--- src/rtl/seq_store.sv ---
// Digit storage for one round: single write port, asynchronous read port.
module seq_store #(
  parameter int DIGIT_W = 4,
  parameter int DEPTH   = 8,
  parameter int ADDR_W  = 3
) (
  input  logic               clk,
  input  logic               we,
  input  logic [ADDR_W-1:0]  waddr,
  input  logic [DIGIT_W-1:0] wdata,
  input  logic [ADDR_W-1:0]  raddr,
  output logic [DIGIT_W-1:0] rdata
);

  logic [DIGIT_W-1:0] mem_r [DEPTH];

  // Storage write; contents are only meaningful below the round length.
  always_ff @(posedge clk) begin
    if (we) begin
      mem_r[waddr] <= wdata;
    end
  end

  assign rdata = mem_r[raddr];

endmodule

--- config.mk ---
export PLATFORM = sky130hd
export DESIGN_NAME = seq_store
export DESIGN_NICKNAME = d
export VERILOG_FILES = /design/src/rtl/seq_store.sv
export SDC_FILE = /design/constraint.sdc
export NUM_CORES = 1
export LEC_CHECK = 0
export CAP_MARGIN = 20
export CORE_MARGIN = 2
export CORE_UTILIZATION = 43
export CTS_CLUSTER_DIAMETER = 60
export DETAILED_ROUTE_END_ITERATION = 8
export MAX_ROUTING_LAYER = met4
export PLACE_DENSITY = 0.62
export SLEW_MARGIN = 20
export SYNTH_ARGS = -nofsm -noshare
export SYNTH_HDL_FRONTEND = slang
export SYNTH_SLANG_ARGS = --single-unit
--- constraint.sdc ---
create_clock -name clk -period 4.4 [get_ports clk]
set_input_delay 0.88 -clock clk [delete_from_list [all_inputs] [get_ports clk]]
set_output_delay 0.88 -clock clk [all_outputs]
set_load 0.01 [all_outputs]
==> results.sh <==
export IMPL_irDropWorstVdd_uv=171.4
export IMPL_largest_reg_flops=32
export IMPL_comb_power_share=0.091
export IMPL_placementRows=19
export IMPL_setup_slack_ps=506.3
export IMPL_final_number_of_max_transition_violations=0
export IMPL_maxSlewHeadroom=0.5081
export IMPL_coreArea_um2=2805
export IMPL_reg_top3="mem_r x32"
export IMPL_grt_first_pass_wirelength_um=2760
export IMPL_yosys_register_bits=32
export IMPL_switching_share=0.1903
export IMPL_post_cts_setup_buffer_count=0
export IMPL_max_cap_viols=0
export IMPL_num_vias=613
export IMPL_floorplan_die_height_um=58.77
export IMPL_mostFrequentLayoutCell="edfxtp_1"
export IMPL_tns_ps=0
export IMPL_timing_critical_path_to_type="output port"
export IMPL_hold_start="wdata[2]"
export IMPL_mostFrequentLayoutCells="edfxtp_1, clkdlybuf4s50_1, mux4_1"
export IMPL_intPower_mw=0.4262
export IMPL_globalplace_congestion=0.7012
export IMPL_synth_cell_area_um2=1290
export IMPL_violations="design-rule violations"
export IMPL_post_route_period_util=0.8849
export IMPL_power_clock_fraction=0.250
export IMPL_power_mw=0.5264
export IMPL_p_per_area_nw_per_um2=350.6
export IMPL_synth_area_top_cells="edfxtp_1, mux4_1, mux2_2, nor2_1, nand2b_1"
export IMPL_ys_seq_area_frac=0.7449
export IMPL_place_worst_setup_slack_ps=501.0
export IMPL_cp_data_required_time_ps=3520
export IMPL_critPathLaunchType="primary input"
export IMPL_hold_buffers=0
export IMPL_hold_path_class="primary input to flip-flop"
export IMPL_synth_lib_cells_used_distinct=9
export IMPL_track_usage=0.1304
export IMPL_antenna_violating_nets_post_route=0
export IMPL_timing_worst_slew_pin_value_ps=732.2
export IMPL_drt_pass1_iterations=6
export IMPL_total_die_area_um2=3454
export IMPL_die_width_um=58.77
export IMPL_grt_setup_unrepaired="false"
export IMPL_grt_max_degree=9
export IMPL_period_needed_ps=3894
export IMPL_leakagePower_nw=0.4940
export IMPL_dpl_hpwl_um=1299
export IMPL_drtIter0Drc=24
export IMPL_data_arrival_time_of_the_critical_path_ps=3010
export IMPL_ioPinCount=16
export IMPL_numPortBuffers=15
export IMPL_initial_core_util=0.4599
export IMPL_worstSetupPathType="primary input to output port"
export IMPL_antenna_found_initial=0
export IMPL_setup_violators_final=0
export IMPL_library_cell_occupying_the_most_area_in_the_post_synthesis_netlist="edfxtp_1"
export IMPL_area_delta_synth_final_pct=16.39
export IMPL_first_global_vias=574
export IMPL_yosys_area_top_type_share=0.7449
export IMPL_p_switching_mw=0.1001
export IMPL_global_route_overflow_total=0
export IMPL_max_clock_path_buffers=2
export IMPL_synth_area_per_cell_um2=21.86
export IMPL_via_per_instance_ratio=5.676
export IMPL_root_buffer="clkbuf_4"
export IMPL_final_net_count=91
export IMPL_sequentialPowerShare=0.659
export IMPL_antenna_cells=0
export IMPL_wirelength_um=1887
export IMPL_fmax_ghz=0.2568
export IMPL_fraction_of_final_layout_cells_with_drive_strength_greater_than_1=0.1169
export IMPL_max_flop_register="mem_r"
export IMPL_finalHoldViolations=0
export IMPL_detail_route_drc_violations=2
export IMPL_post_cts_resized_instances=0
export IMPL_crit_fanout=8
export IMPL_synth_yosys_warnings=0
export IMPL_routedWlPerCell_um=17.47
export IMPL_worstSetupStartpoint="raddr[0]"
export IMPL_timing_critical_path_to="rdata[0]"
export IMPL_run_status="finished, violations left"
export IMPL_cts_sink_count=32
export IMPL_worst_setup_hold_path_clk_slew_ps=80
export IMPL_synth_net_count=71
export IMPL_cts_buffers=5
export IMPL_tritoncts="done"
export IMPL_post_route_util=0.5352
export IMPL_syn_inst=59
export IMPL_clock_tree_htree_level_count=2
-- cells by family after synthesis --
| group | after synthesis | synth area share |
|---|---|---|
| simple gates | 13 | 0.04559 |
| mux | 12 | 0.1979 |
| flops | 32 | 0.7449 |
| buf+inv | 2 | 0.01164 |
-- power groups by stage --
stage,clock (mW),combinational [mW],sequential [mW]
finish,0.132,0.0478,0.347
global route,0.150,0.0510,0.348
CTS,0.140,0.0485,0.347
detailed placement,0,0.0484,0.354
global placement,0,0.0475,0.354
floorplan,0,0.0234,0.353
-- critical path: stages --
cell             delay, ps
clkdlybuf4s50_1        750
mux4_1                 610
mux2_2                 290
clkdlybuf4s50_1        480
-- stage by stage --
step,std cells,hold WS [ps],area [µm²]
3_5_place_dp,103,1621,1464
2_1_floorplan,59,978.9,1290
3_3_place_gp,103,1608,1464
6_report,108,1290,1501
4_1_cts,108,1268,1501
5_1_grt,108,1293,1501
-- cells in the mapped netlist --
cell and number:
buf_6 1, clkbuf_1 1, edfxtp_1 32, mux2_2 4, mux4_1 8, nand2_1 2, nand2b_1 3, nor2_1 6
nor3_1 2
-- layout make-up --
class / instances / area (µm²)
clock buffer: 5 / 37.54
fill: 232 / 1304
multi-input combinational: 25 / 314.1
sequential: 32 / 960.9
tap: 31 / 38.79
timing repair buffer: 15 / 150.1
-- worst min path at each step --
stage / to / slack [ps] / cells past startpoint
5_1_grt: mem_r[6][3]$_DFFE_PP_ / 1290 / 1
2_1_floorplan: mem_r[0][0]$_DFFE_PP_ / 980 / 0
4_1_cts: mem_r[7][2]$_DFFE_PP_ / 1270 / 1
3_5_place_dp: mem_r[4][2]$_DFFE_PP_ / 1620 / 1
6_report: mem_r[0][2]$_DFFE_PP_ / 1290 / 1
3_3_place_gp: mem_r[6][3]$_DFFE_PP_ / 1610 / 1
-- metal layers --
metal,vias to the layer above,GRT usage,share of wire
met5,-,-,0
met4,0,0.05844,0.016
met3,4,0.07473,0.087
met2,25,0.1984,0.51
met1,298,0.1373,0.38
li1,286,-,-
No activity file was read; power rests on OpenSTA's default activity.
